<file path="config.mk">
export PLATFORM = sky130hd
export DESIGN_NAME = bram_prog_loader
export DESIGN_NICKNAME = d
export VERILOG_FILES = /design/src/rtl/bram_prog_loader_pkg.sv /design/src/rtl/bram_prog_loader.sv
export SDC_FILE = /design/constraint.sdc
export NUM_CORES = 1
export LEC_CHECK = 0
export ABC_AREA = 1
export ABC_CLOCK_PERIOD_IN_PS = 3700
export CORE_MARGIN = 5
export CORE_UTILIZATION = 51
export CTS_CLUSTER_SIZE = 12
export DETAILED_ROUTE_END_ITERATION = 7
export GPL_TIMING_DRIVEN = 0
export PLACE_DENSITY = 0.76
export SLEW_MARGIN = 10
export SYNTH_ARGS = -nofsm -noshare
export SYNTH_HDL_FRONTEND = slang
export SYNTH_SLANG_ARGS = --single-unit
</file>
<file path="constraint.sdc">
create_clock -name clk -period 3.7 [get_ports clk]
set_input_delay 0.555 -clock clk [delete_from_list [all_inputs] [get_ports clk]]
set_output_delay 0.555 -clock clk [all_outputs]
set_load 0.05 [all_outputs]
</file>
<file path="src/rtl/bram_prog_loader_pkg.sv">
// Shared types and constants for the BRAM program loader.
// The state enum and sync marker are also what the surrounding riscv_pkg exports.
package bram_prog_loader_pkg;

    typedef enum logic [2:0] {
        LD_IDLE,
        LD_LEN_LO,
        LD_LEN_HI,
        LD_DATA,
        LD_WRITE,
        LD_CSUM,
        LD_DONE,
        LD_ERR
    } loader_state_t;

    localparam logic [7:0] LOADER_SYNC = 8'hA5;

endpackage

</file>
<file path="src/rtl/bram_prog_loader.sv">
// Framed byte-stream to BRAM word writer; keeps the core in reset until
// a frame's XOR checksum verifies.
module bram_prog_loader
    import bram_prog_loader_pkg::*;
#(
    parameter int                ADDR_WIDTH = 10,
    parameter int                MEM_WORDS  = 1024,
    parameter int                NB_COL     = 4,
    parameter int                COL_WIDTH  = 8,
    parameter logic [COL_WIDTH-1:0] SYNC_BYTE = LOADER_SYNC
) (
    input  logic                          clk,
    input  logic                          reset,
    input  logic [COL_WIDTH-1:0]          s_data_i,
    input  logic                          s_valid_i,
    output logic                          s_ready_o,
    output logic [NB_COL-1:0]             mem_we_o,
    output logic [ADDR_WIDTH-1:0]         mem_addr_o,
    output logic [NB_COL*COL_WIDTH-1:0]   mem_wdata_o,
    output logic                          core_rst_o,
    output logic                          done_o,
    output logic                          err_o
);

    localparam int WORD_W = NB_COL * COL_WIDTH;
    localparam logic [16:0] MAX_LEN = 17'(MEM_WORDS);

    loader_state_t                 state_q;
    logic [15:0]                   len_q;
    logic [COL_WIDTH-1:0]          csum_q;
    logic [1:0]                    bcnt_q;
    logic [WORD_W-COL_WIDTH-1:0]   pack_q;
    logic [16:0]                   wcnt_q;
    logic [ADDR_WIDTH-1:0]         addr_q;
    logic [WORD_W-1:0]             wdata_q;
    logic [NB_COL-1:0]             we_q;
    logic                          ready_q;
    logic                          core_rst_q;
    logic                          done_q;
    logic                          err_q;

    logic        accept;
    logic [15:0] len_full;
    logic [16:0] wcnt_next;

    assign accept    = s_valid_i & ready_q;
    assign len_full  = {s_data_i, len_q[7:0]};
    assign wcnt_next = wcnt_q + 17'd1;

    always_ff @(posedge clk or posedge reset) begin
        if (reset) begin
            state_q    <= LD_IDLE;
            len_q      <= '0;
            csum_q     <= '0;
            bcnt_q     <= '0;
            pack_q     <= '0;
            wcnt_q     <= '0;
            addr_q     <= '0;
            wdata_q    <= '0;
            we_q       <= '0;
            ready_q    <= 1'b0;
            core_rst_q <= 1'b1;
            done_q     <= 1'b0;
            err_q      <= 1'b0;
        end else begin
            we_q <= '0;
            case (state_q)
                // DONE/ERR fall back to IDLE but still honour a SYNC so no byte is lost
                LD_IDLE, LD_DONE, LD_ERR: begin
                    ready_q <= 1'b1;
                    state_q <= LD_IDLE;
                    if (accept && s_data_i == SYNC_BYTE) begin
                        state_q    <= LD_LEN_LO;
                        done_q     <= 1'b0;
                        err_q      <= 1'b0;
                        core_rst_q <= 1'b1;
                        csum_q     <= '0;
                        addr_q     <= '0;
                        wcnt_q     <= '0;
                        bcnt_q     <= '0;
                    end
                end
                LD_LEN_LO: begin
                    if (accept) begin
                        len_q[7:0] <= s_data_i;
                        csum_q     <= csum_q ^ s_data_i;
                        state_q    <= LD_LEN_HI;
                    end
                end
                LD_LEN_HI: begin
                    if (accept) begin
                        len_q[15:8] <= s_data_i;
                        csum_q      <= csum_q ^ s_data_i;
                        if ({1'b0, len_full} > MAX_LEN) begin
                            state_q <= LD_ERR;
                            err_q   <= 1'b1;
                        end else if (len_full == 16'd0) begin
                            state_q <= LD_CSUM;
                        end else begin
                            state_q <= LD_DATA;
                        end
                    end
                end
                LD_DATA: begin
                    if (accept) begin
                        csum_q <= csum_q ^ s_data_i;
                        bcnt_q <= bcnt_q + 2'd1;
                        if (bcnt_q == 2'd3) begin
                            wdata_q <= {s_data_i, pack_q};
                            we_q    <= '1;
                            ready_q <= 1'b0;
                            state_q <= LD_WRITE;
                        end else begin
                            pack_q <= {s_data_i, pack_q[WORD_W-COL_WIDTH-1:COL_WIDTH]};
                        end
                    end
                end
                // Address only advances when another word follows, so it never wraps
                LD_WRITE: begin
                    ready_q <= 1'b1;
                    wcnt_q  <= wcnt_next;
                    if (wcnt_next == {1'b0, len_q}) begin
                        state_q <= LD_CSUM;
                    end else begin
                        addr_q  <= addr_q + ADDR_WIDTH'(1);
                        state_q <= LD_DATA;
                    end
                end
                LD_CSUM: begin
                    if (accept) begin
                        if (s_data_i == csum_q) begin
                            state_q    <= LD_DONE;
                            done_q     <= 1'b1;
                            core_rst_q <= 1'b0;
                        end else begin
                            state_q <= LD_ERR;
                            err_q   <= 1'b1;
                        end
                    end
                end
                default: state_q <= LD_IDLE;
            endcase
        end
    end

    assign s_ready_o   = ready_q;
    assign mem_we_o    = we_q;
    assign mem_addr_o  = addr_q;
    assign mem_wdata_o = wdata_q;
    assign core_rst_o  = core_rst_q;
    assign done_o      = done_q;
    assign err_o       = err_q;

endmodule

</file>
==> results.yml, run 1 <==
outcome:
  status: "complete, no violations"
detailed_routing:
  first_pass_iters: 6
  viasPerCell: 5.38
  drtAntennaViolNets: 0
  wl_um: 14600
  drc: 0
  vias: 5120
  drtIter0Drc: 238
  wire_per_inst_um: 15.4
hold_path:
  hold_depth: 2
  worstHoldPathType: "reg2reg"
power_and_ir_drop:
  peakVddDrop_mv: 0.342
  leakagePower_nw: 3.47
  pwr_density_cell_nw_per_um2: 644
worst_setup_path:
  path_cells: "clkdlybuf4s50_1, inv_1, nor3_1, nand4_1, nor2_1, nor2_1, inv_2, buf_2, o22ai_1"
  max_stage_delay_ns: 0.62
  reg2reg_depth: 14
  worstSetupEndpointType: "register"
  reg2reg_slack_ns: 1.32
  crit_path_frequent_cell: "nor2_1"
  critPathMaxFanout: 10
  worstSetupPathType: "in2reg"
  cp_slowest_cell: "clkdlybuf4s50_1"
  cp-start-kind: "input port"
  crit_buf_inv: 4
  startpoint: "s_data_i[2]"
  critPathArrivalTime_ns: 2.70
  cp_data_required_time_ns: 3.98
  r2r_start: "wcnt_q[0]"
  endpoint: "wcnt_q[6]"
  cp.depth: 9
  cp_top_family: "buffers and inverters"
  r2r_end: "mem_addr_o[9]"
floorplanning:
  row_count: 38
  coreArea_um2: 10900
  fp.dieH_um: 116
  ioPinCount: 61
  die_x_um: 116
  die_area_um2: 13500
  start_util_pct: 52.6
yosys:
  ys_warn_count: 0
  async_reset_ff_share_pct: 100
  synth.top_cell.area_share_pct: 50.5
  synth.largest_area_cell: "dfrtp_1"
  ys_seq_area_share_pct: 51.0
  syn-num-nets: 736
  synth_edf_count: 0
  synth.area.top_cells: "dfrtp_1 51%, nand2_1 15%, o21ai_0 5.7%"
  synth.distinct_cells: 32
  synth-main-ff-cell: "dfrtp_1"
  netlist_instances: 721
  syn_area_per_cell_um2: 7.97
  synth_area_um2: 5750
  yosysMostFrequentCell: "nand2_1"
  synth_top_cells_by_count: "223 x nand2_1, 116 x dfrtp_1, 79 x inv_1"
  ys_seq_elements: 117
timing:
  hold_violations: 0
  grt_setup_unrepaired: "false"
  finalWorstSetupSlack_ns: 1.27
  timing.final.max_slew_violations: 0
  period_needed_ns: 2.43
  clock_skew_ns: 0.00452
  fmax_mhz: 412
  worstMarginPinSlew_ns: 0.546
  setup_viol: 0
  holdWs_ns: 0.462
  finalCritPeriodShare_pct: 65.6
  setup_tns_ns: 0
  maxSlewHeadroom_pct: 63.6
place:
  dpl.hpwl_um: 10300
  place_ws_ns: 0.893
  globalplace.congestion: 0.893
  io_buffer_count: 60
  place_inst: 922
global_routing:
  grt_overflow: 0
  grt.total_usage_pct: 24.0
  grt_pass1_vias: 5212
  antenna_found_initial: 0
  grt_pass1_wl_um: 25200
  grt_max_degree: 84
layout:
  fin_util_pct: 65.6
  multi_input_area_um2: 2360
  area_growth_pct: 24.8
  nets: 816
  n_antenna_cell: 0
  seq_area_um2: 2930
  drive_gt1_share_pct: 8.38
  fill_cells: 909
  stdcell_count: 951
flow_run:
  cap_violations: 0
cts:
  cts.path.max_buffers: 2
  clkTransAtPathRegs_ns: 0.05
  cts.sinks: 117
  post-cts-setup-buffers: 0
  root_buffer: "clkbuf_16"
  cts_buffers: 17
  clock_latency_ns: 0.42
  ctsHtreeMaxLevel: 4
  ctsHoldBuffers: 0
  cts_tree: "yes"
  cts_resized: 0
[layer usage]
layer	vias up	global-route usage [%]	part of all wire [%]
met5	-	0	0
met4	0	8.82	1.9
met3	27	6.84	6.6
met2	167	37.7	47
met1	2454	32.0	44
li1	2472	-	-
[power breakdown]
part / internal (mW) / total, mW / switching [mW] / leakage, nW
sequential: 1.53 / 1.77 / 0.242 / 1.54
combinational: 0.386 / 1.09 / 0.705 / 1.63
clock: 1.18 / 1.75 / 0.574 / 0.297
[worst register-to-register path: stages, from the launching register on]
cell and delay [ns]:
dfrtp_1 0.45, ha_1 0.24, nand2_2 0.10, nor2_4 0.20
nand3_1 0.13, inv_1 0.09, nand3_1 0.07, nand2_1 0.12
nand3_1 0.08, nor2_1 0.22, nand3_1 0.15, nand2_2 0.12
nand2_2 0.15, nand2_1 0.10, nand2_1 0.06
[state kept, by name (all words and copies together) (netlist names)]
signal       count
s_ready_o        1
csum_q           8
mem_addr_o      10
len_q           16
err_o            1
done_o           1
wcnt_q          17
pack_q          24
mem_wdata_o     32
mem_we_o         1
state_q          3
bcnt_q           2
core_rst_o       1
[stage by stage]
stage | power [mW] | instance area, µm²
2_1_floorplan | 2.57 | 5750
3_3_place_gp | 2.79 | 6520
3_5_place_dp | 2.86 | 6560
4_1_cts | 4.62 | 7170
5_1_grt | 4.89 | 7170
6_report | 4.61 | 7170
[cell type report]
class / instances / share of cell area (%)
Timing Repair Buffer: 61 / 8.76
Tap cell: 140 / 2.44
Inverter: 84 / 4.47
Clock inverter: 11 / 2.58
Sequential cell: 117 / 40.9
Buffer: 24 / 1.92
Multi-Input combinational cell: 496 / 33.0
Clock buffer: 18 / 5.99
[layout by cell type (no fill, tap or decap), types with 5 or more instances in the layout]
cell | netlist | routed
xor2_1 | 12 | 12
nor2_1 | 44 | 44
inv_2 | 5 | 5
nand2_2 | 6 | 6
nand2_1 | 223 | 223
clkbuf_16 | 0 | 17
o21ai_1 | 19 | 19
nand3_1 | 60 | 60
nor2_4 | 7 | 7
o22ai_1 | 8 | 8
inv_1 | 79 | 78
o21ai_0 | 66 | 66
nor3_1 | 8 | 8
clkbuf_1 | 14 | 15
dfrtp_1 | 116 | 116
nor2_2 | 5 | 5
clkdlybuf4s50_1 | 0 | 60
nand4_1 | 10 | 10
bufinv_16 | 0 | 5
[how the worst min path moves through the flow]
stage | from | to | slack [ns]
5_1_grt | core_rst_o | core_rst_o | 0.50
3_3_place_gp | core_rst_o | core_rst_o | 0.45
3_5_place_dp | core_rst_o | core_rst_o | 0.46
6_report | core_rst_o | core_rst_o | 0.46
4_1_cts | core_rst_o | core_rst_o | 0.47
2_1_floorplan | pack_q[0] | mem_wdata_o[0] | 0.45
[cell families (layout without fill, tap and decap cells)]
logic type,after synthesis,count (layout),synth area share (%)
buf+inv,108,198,7.88
simple gates,367,367,27.5
compound gates,109,109,10.3
xor+xnor,16,16,2.44
fa+ha+maj,4,4,0.871
flops,117,117,51.0
Power figures use the tool's default switching activity.
==> run 2: changes to the inputs <==
--- a/config.mk
+++ b/config.mk
@@ -6,7 +6,7 @@
 export NUM_CORES = 1
 export LEC_CHECK = 0
 export ABC_AREA = 1
-export ABC_CLOCK_PERIOD_IN_PS = 3700
+export ABC_CLOCK_PERIOD_IN_PS = 2000
 export CORE_MARGIN = 5
 export CORE_UTILIZATION = 51
 export CTS_CLUSTER_SIZE = 12
==> constraint.sdc (replaced) <==
create_clock -name clk -period 2 [get_ports clk]
set_input_delay 0.3 -clock clk [delete_from_list [all_inputs] [get_ports clk]]
set_output_delay 0.3 -clock clk [all_outputs]
set_load 0.05 [all_outputs]
==> results.yml, run 2 (same netlist as run 1, synthesis figures left out) <==
timing:
  setup_viol: 12
  maxSlewHeadroom_pct: 53.3
  holdWs_ns: 0.334
  fmax_mhz: 445
  worstMarginPinSlew_ns: 0.699
  finalCritPeriodShare_pct: 112
  setup_tns_ns: -2.52
  clock_skew_ns: 0.00689
  grt_setup_unrepaired: "true"
  timing.final.max_slew_violations: 0
  period_needed_ns: 2.25
  hold_violations: 0
  finalWorstSetupSlack_ns: -0.249
detailed_routing:
  drtAntennaViolNets: 0
  viasPerCell: 5.59
  wl_um: 16200
  drtIter0Drc: 433
  vias: 5419
  drc: 0
  wire_per_inst_um: 16.7
  first_pass_iters: 5
power_and_ir_drop:
  switching_power_mw: 3.15
  internal_power_mw: 5.46
  p_seq_share_pct: 38.5
  pwr_density_cell_nw_per_um2: 1150
  peakVddDrop_mv: 0.704
  power_frac_comb_pct: 28.3
  leakagePower_nw: 3.67
  p_sw_share_pct: 36.6
  power_mw: 8.61
  pwr-share-clk_pct: 33.2
place:
  globalplace.congestion: 0.884
  io_buffer_count: 60
  dpl.hpwl_um: 10500
worst_setup_path:
  r2r_end: "mem_addr_o[1]"
  critPathMaxFanout: 7
  reg2reg_depth: 14
  reg2reg_slack_ns: -0.25
  crit_buf_inv: 1
  cp-start-kind: "register"
  max_stage_delay_ns: 0.43
  path_cells: "ha_4, nand2_4, nor2_4, nand3_1, nand3_2, nand2_2, nor2_1, nand2_1, nor2_2, nand3_2, nand2_4, buf_6, nand3_1, nand2_1"
  worstSetupPathType: "reg2reg"
  cp_top_family: "simple AND/OR/NAND/NOR gates"
  worstSetupEndpointType: "register"
  r2r_start: "wcnt_q[1]"
  critPathArrivalTime_ns: 2.60
  cp_slowest_cell: "dfrtp_1"
  cp_data_required_time_ns: 2.35
floorplanning:
  coreArea_um2: 10900
  ioPinCount: 61
  die_area_um2: 13500
  die_x_um: 116
  row_count: 38
  start_util_pct: 52.6
  fp.dieH_um: 116
cts:
  cts_buffers: 17
  clock_latency_ns: 0.42
  cts.path.max_buffers: 2
  ctsHtreeMaxLevel: 4
  ctsHoldBuffers: 0
  clkTransAtPathRegs_ns: 0.05
  cts_tree: "yes"
  root_buffer: "clkbuf_16"
  cts.sinks: 117
layout:
  largest_register_ffs: 32
  final_cell_mix: "213 x nand2_1, 114 x dfrtp_1, 74 x inv_1"
  fill_cells: 844
  drive_gt1_share_pct: 15.8
  nets: 832
  seq_area_um2: 2930
  mostFrequentLayoutCell: "nand2_1"
  multi_input_area_um2: 2560
  n_antenna_cell: 0
  area_growth_pct: 30.0
hold_path:
  worstHoldPathType: "in2async"
global_routing:
  antenna_found_initial: 0
  grt.total_usage_pct: 25.0
  grt_pass1_wl_um: 26400
  grt_pass1_vias: 5444
  grt_max_degree: 33
  grt_overflow: 0
outcome:
  status: "finished, violations left"
  violations: "negative setup slack"
flow_run:
  cap_violations: 0
==> run 2: cell count changes in the layout (fill, tap and decap cells not counted), moves of 5 or more <==
cell,delta
buf_4,+9
buf_6,+5
clkbuf_2,+5
clkdlybuf4s50_1,-9
dlygate4sd2_1,+5
nand2_1,-10
nand2_2,+5
nand2_4,+6
nand3_1,-12
nand3_2,+12
nor2_1,-6
==> run 2: worst register-to-register path: stages (launching register included) <==
cell     delay, ns
dfrtp_1       0.43
ha_4          0.20
nand2_4       0.07
nor2_4        0.22
nand3_1       0.14
nand3_2       0.10
nand2_2       0.07
nor2_1        0.14
nand2_1       0.11
nor2_2        0.16
nand3_2       0.12
nand2_4       0.14
buf_6         0.14
nand3_1       0.06
nand2_1       0.09
==> run 2: worst max-delay path by stage <==
stage                              from             to  slack, ns  depth (start not counted)
after CTS                     wcnt_q[1]  mem_addr_o[9]      -0.06                         14
after detailed placement    s_data_i[2]     wcnt_q[12]      -0.53                          9
after floorplan           mem_addr_o[0]  mem_addr_o[8]       0.11                         12
after global placement            reset      csum_q[6]      -0.82                          2
after global routing          wcnt_q[0]  mem_addr_o[1]      -0.31                         14
final                         wcnt_q[1]  mem_addr_o[1]      -0.25                         14
==> run 2: timing repair <==
item,CTS,global route
gates cloned,2,0
setup endpoints to repair,62,92
buffers inserted,9,4
gates resized for setup,23,58
pin swaps,17,32
==> run 2: layer usage <==
layer | part of all wire [%] | GRT usage [%] | vias to the layer above
met2 | 49 | 41.1 | 283
met3 | 8.1 | 6.48 | 44
met5 | 0 | 0 | -
met1 | 41 | 31.9 | 2585
li1 | - | - | 2507
met4 | 2.5 | 9.51 | 0
==> run 2: layout make-up <==
type	count	area share [%]
Tap cell	140	2.34
Multi-Input combinational cell	497	34.3
Clock buffer	20	5.98
Buffer	23	1.86
Sequential cell	117	39.2
Timing Repair Buffer	77	10.5
Clock inverter	12	1.44
Inverter	84	4.30
==> run 2: power by group through the flow <==
stage	Sequential [mW]	Combinational, mW	Clock, mW
3_3_place_gp	3.27	1.90	0
2_1_floorplan	3.25	1.50	0
5_1_grt	3.37	2.70	3.00
6_report	3.31	2.44	2.86
4_1_cts	3.27	2.19	2.88
3_5_place_dp	3.29	2.01	0
==> run 2: through the flow <==
step | util (%) | worst slack, ns | cell area [µm²] | cells
6_report | 68.3 | -0.249 | 7470 | 970
5_1_grt | 68.3 | -0.306 | 7470 | 970
4_1_cts | 66.6 | -0.0631 | 7280 | 966
3_5_place_dp | 60.2 | -0.528 | 6590 | 924
3_3_place_gp | 59.7 | -0.823 | 6530 | 921
2_1_floorplan | - | 0.110 | 5750 | 721
